### config.mk
export PLATFORM = sky130hd
export DESIGN_NAME = mole_round_scheduler_flat
export DESIGN_NICKNAME = d
export VERILOG_FILES = /design/src/rtl/mole_round_scheduler_if.sv /design/src/rtl/mole_round_scheduler.sv /design/src/flat_wrapper.sv
export SDC_FILE = /design/constraint.sdc
export NUM_CORES = 1
export LEC_CHECK = 0
export CORE_MARGIN = 2
export CORE_UTILIZATION = 30
export DETAILED_ROUTE_END_ITERATION = 6
export GPL_TIMING_DRIVEN = 0
export SYNTH_ARGS = -nofsm -noshare
export SYNTH_HDL_FRONTEND = slang
export SYNTH_SLANG_ARGS = --single-unit
### constraint.sdc
create_clock -name clk -period 2.02 [get_ports clk]
set_clock_uncertainty 0.15 [all_clocks]
set_input_delay 0.303 -clock clk [delete_from_list [all_inputs] [get_ports clk]]
set_output_delay 0.303 -clock clk [all_outputs]
set_load 0.01 [all_outputs]
### src/rtl/mole_round_scheduler_if.sv
// Mole round scheduler bus.
// Groups the timing, game-event and mole-control signals that run between the
// game FSM/timer, the round scheduler, and the mole generator/hit logic.
//   master : environment side (drives ms_tick, game_active, full_clear_hit, miss)
//   slave  : scheduler side   (drives mole_clk, moles_visible, level, up_ms)
interface mole_round_scheduler_if;
   logic        ms_tick;
   logic        game_active;
   logic        full_clear_hit;
   logic        miss;
   logic        mole_clk;
   logic        moles_visible;
   logic [2:0]  level;
   logic [15:0] up_ms;

   modport master (
      output ms_tick, game_active, full_clear_hit, miss,
      input  mole_clk, moles_visible, level, up_ms
   );

   modport slave (
      input  ms_tick, game_active, full_clear_hit, miss,
      output mole_clk, moles_visible, level, up_ms
   );
endinterface

### src/rtl/mole_round_scheduler.sv
// Mole round scheduler.
// Alternates a down-phase (moles hidden) and an up-phase (moles visible),
// pulsing mole_clk at each up-phase entry so the generator loads a new set.
// An up-phase ends early on a full clear; every CLEARS_PER_LEVEL consecutive
// clears raise the level and shorten the up-phase, down to UP_MS_MIN.
// Ports:
//   clk  : system clock
//   rst  : asynchronous, active-high reset
//   bus  : slave side of mole_round_scheduler_if
//          in : ms_tick, game_active, full_clear_hit, miss
//          out: mole_clk, moles_visible, level, up_ms (all registered)
module mole_round_scheduler #(
   parameter int unsigned UP_MS_INIT       = 1000,
   parameter int unsigned DOWN_MS          = 1000,
   parameter int unsigned UP_MS_STEP       = 100,
   parameter int unsigned UP_MS_MIN        = 300,
   parameter int unsigned CLEARS_PER_LEVEL = 4,
   parameter int unsigned MAX_LEVEL        = 7
) (
   input logic                  clk,
   input logic                  rst,
   mole_round_scheduler_if.slave bus
);

   localparam int unsigned CW           = $clog2(CLEARS_PER_LEVEL + 1);
   localparam logic [CW-1:0] CLEAR_GOAL = CW'(CLEARS_PER_LEVEL);
   localparam logic [2:0]  LEVEL_TOP    = 3'(MAX_LEVEL);
   localparam logic [15:0] UP_INIT      = 16'(UP_MS_INIT);
   localparam logic [15:0] DOWN_LEN     = 16'(DOWN_MS);
   localparam logic [15:0] UP_STEP      = 16'(UP_MS_STEP);
   localparam logic [15:0] UP_FLOOR     = 16'(UP_MS_MIN);
   // Smallest up_ms that can take a full step without dropping below the floor.
   localparam logic [16:0] SHRINK_MIN   = 17'(UP_MS_MIN + UP_MS_STEP);

   typedef enum logic [1:0] {StIdle, StDown, StUp} state_e;

   state_e        state_q;
   logic [15:0]   cnt_q;
   logic [CW-1:0] clear_count_q;
   logic          mole_clk_q;
   logic          moles_visible_q;
   logic [2:0]    level_q;
   logic [15:0]   up_ms_q;

   logic [CW-1:0] clear_inc;
   logic [15:0]   up_ms_shrunk;
   logic          phase_done;

   always_comb begin
      clear_inc    = clear_count_q + 1'b1;
      // Compare before subtracting so up_ms never underflows.
      up_ms_shrunk = ({1'b0, up_ms_q} >= SHRINK_MIN) ? (up_ms_q - UP_STEP) : UP_FLOOR;
      phase_done   = bus.ms_tick && (cnt_q <= 16'd1);
   end

   always_ff @(posedge clk or posedge rst) begin
      if (rst) begin
         state_q         <= StIdle;
         cnt_q           <= '0;
         clear_count_q   <= '0;
         mole_clk_q      <= 1'b0;
         moles_visible_q <= 1'b0;
         level_q         <= '0;
         up_ms_q         <= UP_INIT;
      end else begin
         mole_clk_q <= 1'b0;
         if (!bus.game_active) begin
            // level and up_ms stay readable until the next game start.
            state_q         <= StIdle;
            moles_visible_q <= 1'b0;
         end else begin
            case (state_q)
               StIdle: begin
                  state_q       <= StDown;
                  cnt_q         <= DOWN_LEN;
                  level_q       <= '0;
                  up_ms_q       <= UP_INIT;
                  clear_count_q <= '0;
               end
               StDown: begin
                  if (phase_done) begin
                     state_q         <= StUp;
                     cnt_q           <= up_ms_q;
                     mole_clk_q      <= 1'b1;
                     moles_visible_q <= 1'b1;
                  end else if (bus.ms_tick) begin
                     cnt_q <= cnt_q - 16'd1;
                  end
               end
               StUp: begin
                  if (bus.full_clear_hit) begin
                     // A clear wins over a coincident timeout tick or miss.
                     state_q         <= StDown;
                     cnt_q           <= DOWN_LEN;
                     moles_visible_q <= 1'b0;
                     if (clear_inc == CLEAR_GOAL) begin
                        clear_count_q <= '0;
                        if (level_q < LEVEL_TOP) begin
                           level_q <= level_q + 3'd1;
                           up_ms_q <= up_ms_shrunk;
                        end
                     end else begin
                        clear_count_q <= clear_inc;
                     end
                  end else begin
                     if (bus.miss) begin
                        clear_count_q <= '0;
                     end
                     if (phase_done) begin
                        state_q         <= StDown;
                        cnt_q           <= DOWN_LEN;
                        moles_visible_q <= 1'b0;
                        clear_count_q   <= '0;
                     end else if (bus.ms_tick) begin
                        cnt_q <= cnt_q - 16'd1;
                     end
                  end
               end
               default: begin
                  state_q <= StIdle;
               end
            endcase
         end
      end
   end

   assign bus.mole_clk      = mole_clk_q;
   assign bus.moles_visible = moles_visible_q;
   assign bus.level         = level_q;
   assign bus.up_ms         = up_ms_q;

endmodule

### src/flat_wrapper.sv
// flat-port wrapper written by rule: the top's interface ports become plain ports
module mole_round_scheduler_flat 
#(
   parameter int unsigned UP_MS_INIT       = 1000,
   parameter int unsigned DOWN_MS          = 1000,
   parameter int unsigned UP_MS_STEP       = 100,
   parameter int unsigned UP_MS_MIN        = 300,
   parameter int unsigned CLEARS_PER_LEVEL = 4,
   parameter int unsigned MAX_LEVEL        = 7
)
  (clk, rst, bus_ms_tick, bus_game_active, bus_full_clear_hit, bus_miss, bus_mole_clk, bus_moles_visible, bus_level, bus_up_ms);
  mole_round_scheduler_if bus_i ();
  input logic clk;
  input logic rst;
  input wire logic [$bits(bus_i.ms_tick)-1:0] bus_ms_tick;
  input wire logic [$bits(bus_i.game_active)-1:0] bus_game_active;
  input wire logic [$bits(bus_i.full_clear_hit)-1:0] bus_full_clear_hit;
  input wire logic [$bits(bus_i.miss)-1:0] bus_miss;
  output wire logic [$bits(bus_i.mole_clk)-1:0] bus_mole_clk;
  output wire logic [$bits(bus_i.moles_visible)-1:0] bus_moles_visible;
  output wire logic [$bits(bus_i.level)-1:0] bus_level;
  output wire logic [$bits(bus_i.up_ms)-1:0] bus_up_ms;
  assign bus_i.ms_tick = bus_ms_tick;
  assign bus_i.game_active = bus_game_active;
  assign bus_i.full_clear_hit = bus_full_clear_hit;
  assign bus_i.miss = bus_miss;
  assign bus_mole_clk = bus_i.mole_clk;
  assign bus_moles_visible = bus_i.moles_visible;
  assign bus_level = bus_i.level;
  assign bus_up_ms = bus_i.up_ms;
  mole_round_scheduler #(.UP_MS_INIT(UP_MS_INIT), .DOWN_MS(DOWN_MS), .UP_MS_STEP(UP_MS_STEP), .UP_MS_MIN(UP_MS_MIN), .CLEARS_PER_LEVEL(CLEARS_PER_LEVEL), .MAX_LEVEL(MAX_LEVEL)) u_core (.clk(clk), .rst(rst), .bus(bus_i));
endmodule
==> metrics.yaml <==
flow_run:
  maxCapViolCount: 0
global_routing:
  grt_pass1_wl_mm: 11.4
  grt_use_total_pct: 16.0
  grt_pass1_vias: 2344
  gr-total-overflow: 0
  antenna_found_initial: 0
  grt_max_degree: 41
floorplanning:
  dieArea_um2: 9310
  die_w_um: 96.5
  die_h_um: 96.5
  ios: 27
  initial_core_util_pct: 31.1
  core_area_um2: 8260
  rows: 33
clock_network:
  htree_num_levels: 2
  ctsHoldBuffers: 0
  path_clk_slew_ps: 90
  cts_buffer_depth: 2
  cts_tree: "done"
  clockRootBuffer: "clkbuf_8"
  clock_latency_ps: 300
  numCtsBuffers: 5
  clock-sinks: 40
sta:
  worst_slew_pin_slew_ps: 872
  timing.final.crit_share_pct: 102
  setup_tns_ps: -87.7
  timing.fmax_ghz: 0.485
  setup_viol: 3
  rsz0062_at_grt: "true"
  report.final.slew_viol_count: 0
  slew_headroom_pct: 41.8
  hold_viol_final: 0
  setup_ws_ps: -41.8
  period_needed_ps: 2060
synthesis:
  avgSynthCellArea_um2: 8.95
  seq_area_frac_synth_pct: 39.3
  syn_area_um2: 2570
  synth_cell_type_count: 61
  ys.flop_type: "dfrtp_1"
  synth_seq_cells: 40
  synthCells: 287
  synth_edf_count: 0
  synth-async-reset-ratio_pct: 100
  yosys_warnings: 0
critical_path:
  cp-start-kind: "flop"
  cp_slowest_cell: "dfrtp_1"
  r2r_start: "u_core.bus.up_ms[4]"
  worstSetupEndpointType: "flop"
  crit_chain: "or3_1 -> a311oi_4 -> buf_6 -> a21oi_4 -> a32oi_2 -> nand2_1"
  rrSetupSlack_ps: -40
  r2r_end: "u_core.bus.up_ms[12]"
  required_ps: 2060
  cpPeakStageDelay_ps: 470
  ff2ff_path_depth: 6
  cp_max_fo: 8
  arrival_ps: 2100
  critical_path.top_delay_family: "compound AO/OA/AOI/OAI gates"
  path_class: "flop to flop"
  crit_buf_inv: 1
final_layout:
  syn2layout_area_growth_pct: 38.4
  drive_above_1_share_pct: 30.9
  multi_input_area_um2: 1720
  layout.nets: 362
  final_cell_mix: "nand2_1, buf_4, dfrtp_1"
  mostFrequentLayoutCell: "nand2_1"
  diodes: 0
  fin_cells: 451
  num-fill-cells: 804
  seqCellArea_um2: 1010
power_and_ir_drop:
  p_per_area_nw_per_um2: 592
  sequentialPowerShare_pct: 45.2
  p_clk_share_pct: 32.3
  leakage_nw: 1.46
  combPwrFrac_pct: 22.5
  vdd_drop_max_mv: 0.299
  swShare_pct: 31.3
  intPower_w: 0.00144
  netSwitchingPower_w: 0.000659
min_path:
  min_from: "bus_game_active"
  hold_depth: 3
  holdPathEnd: "u_core.state_q[0]"
  hold_path_class: "input port to flop"
routing:
  drc: 0
  vias_per_cell: 5.35
  antenna_left: 0
  via_count: 2415
  wire_per_inst_um: 16.2
  wl_mm: 7.33
  dr.pass1.iters: 4
  drt_iter0_drc: 151
status:
  outcome: "finished, violations left"
  violations: "negative setup slack"
placement:
  place.port_buffers: 23
  place_congestion: 0.854
  hpwl_mm: 4.68
  dp.cells: 416
worst max-delay path by stage:
stage	cells past startpoint	slack (ps)	startpoint	endpoint
floorplan	7	2	u_core.cnt_q[0]	u_core.cnt_q[3]
global placement	5	-590	bus_ms_tick	u_core.cnt_q[8]
detailed placement	5	-600	bus_ms_tick	u_core.cnt_q[9]
CTS	7	-30	u_core.state_q[0]	u_core.cnt_q[4]
global route	6	-110	u_core.bus.up_ms[11]	u_core.bus.up_ms[12]
finish	6	-40	u_core.bus.up_ms[4]	u_core.bus.up_ms[12]
registers in the layout (all words and copies together), names as in the netlist:
name	count
u_core.state_q	2
u_core.clear_count_q	3
u_core.cnt_q	16
u_core.bus.level	3
u_core.bus.up_ms	14
u_core.bus.moles_visible	1
u_core.bus.mole_clk	1
worst register-to-register path: cells and delay by family, from the launching register on:
kind                   cells  cell delay, ps
AOI/OAI and AO/OA          3             640
and+or+nand+nor            2             520
DFF                        1             470
buffers and inverters      1             180
cells by family after synthesis:
family	after synthesis	share of synthesized area (%)
DFF	40	39.3
AOI/OAI and AO/OA	82	23.2
muxes	2	0.780
and+or+nand+nor	115	24.3
adders and majority gates	11	5.36
other	1	0.146
xor gates and xnor gates	7	2.39
buffers and inverters	29	4.53
power by group through the flow:
stage                     Clock (W)  Sequential, W  Combinational [W]
after floorplan                   0       0.000923           0.000275
after global placement            0       0.000935           0.000345
after detailed placement          0       0.000938           0.000349
after CTS                  0.000689       0.000940           0.000387
after global routing       0.000722       0.000961           0.000525
final                      0.000680       0.000951           0.000473
Yosys cell counts, types with 3 or more instances:
| library cell | count | area (um2) |
|---|---|---|
| nand2b_1 | 3 | 18.8 |
| or4_1 | 3 | 22.5 |
| nor3b_1 | 3 | 22.5 |
| nand3_1 | 15 | 75.1 |
| xor2_1 | 3 | 26.3 |
| dfrtp_1 | 34 | 851 |
| inv_1 | 21 | 78.8 |
| nor2b_1 | 5 | 31.3 |
| o22ai_1 | 3 | 18.8 |
| o21a_1 | 3 | 22.5 |
| a221oi_1 | 6 | 52.6 |
| or3_1 | 3 | 18.8 |
| o31ai_1 | 4 | 30.0 |
| o211ai_1 | 4 | 30.0 |
| ha_1 | 11 | 138 |
| nor3_1 | 10 | 50.1 |
| nand2_1 | 34 | 128 |
| dfstp_2 | 6 | 158 |
| xnor2_1 | 4 | 35.0 |
| a32oi_1 | 5 | 43.8 |
| nand4_1 | 4 | 25.0 |
| o21ai_0 | 15 | 75.1 |
| clkbuf_1 | 5 | 18.8 |
| a31oi_1 | 5 | 31.3 |
| nor2_1 | 14 | 52.6 |
| a21oi_1 | 15 | 75.1 |
stage by stage:
| stage | hold WS, ps | worst slack, ps | utilization, % | power (W) | area [um2] |
|---|---|---|---|---|---|
| floorplan | 310 | 1.72 | - | 0.00120 | 2570 |
| global placement | 324 | -594 | 35.5 | 0.00128 | 2930 |
| detailed placement | 334 | -596 | 35.5 | 0.00129 | 2930 |
| CTS | 260 | -29.8 | 39.6 | 0.00202 | 3270 |
| global route | 304 | -112 | 43.0 | 0.00221 | 3550 |
| finish | 259 | -41.8 | 43.0 | 0.00210 | 3550 |
layout make-up:
type                       count  area share (%)
sequential                    40            28.6
timing repair buffer          52            13.0
buffer                         6            1.02
tap                          105            3.70
clock inverter                 2           0.986
inverter                      21            2.22
multi-input combinational    219            48.5
clock buffer                   6            2.04
what timing repair did:
action	4_1_cts	5_1_grt
gates cloned	0	0
pin swaps	16	19
resized for setup	34	39
setup endpoints to repair	38	34
buffers inserted	13	16
per-layer routing:
metal	track usage [%]	part of all wire [%]	wire, um	up-vias
li1	-	-	-	1179
met1	22.9	48	3480	1180
met2	24.7	47	3450	44
met3	2.56	3.5	254	12
met4	5.40	1.9	136	0
met5	0	0	0	-
(Power assumes the default switching activity.)
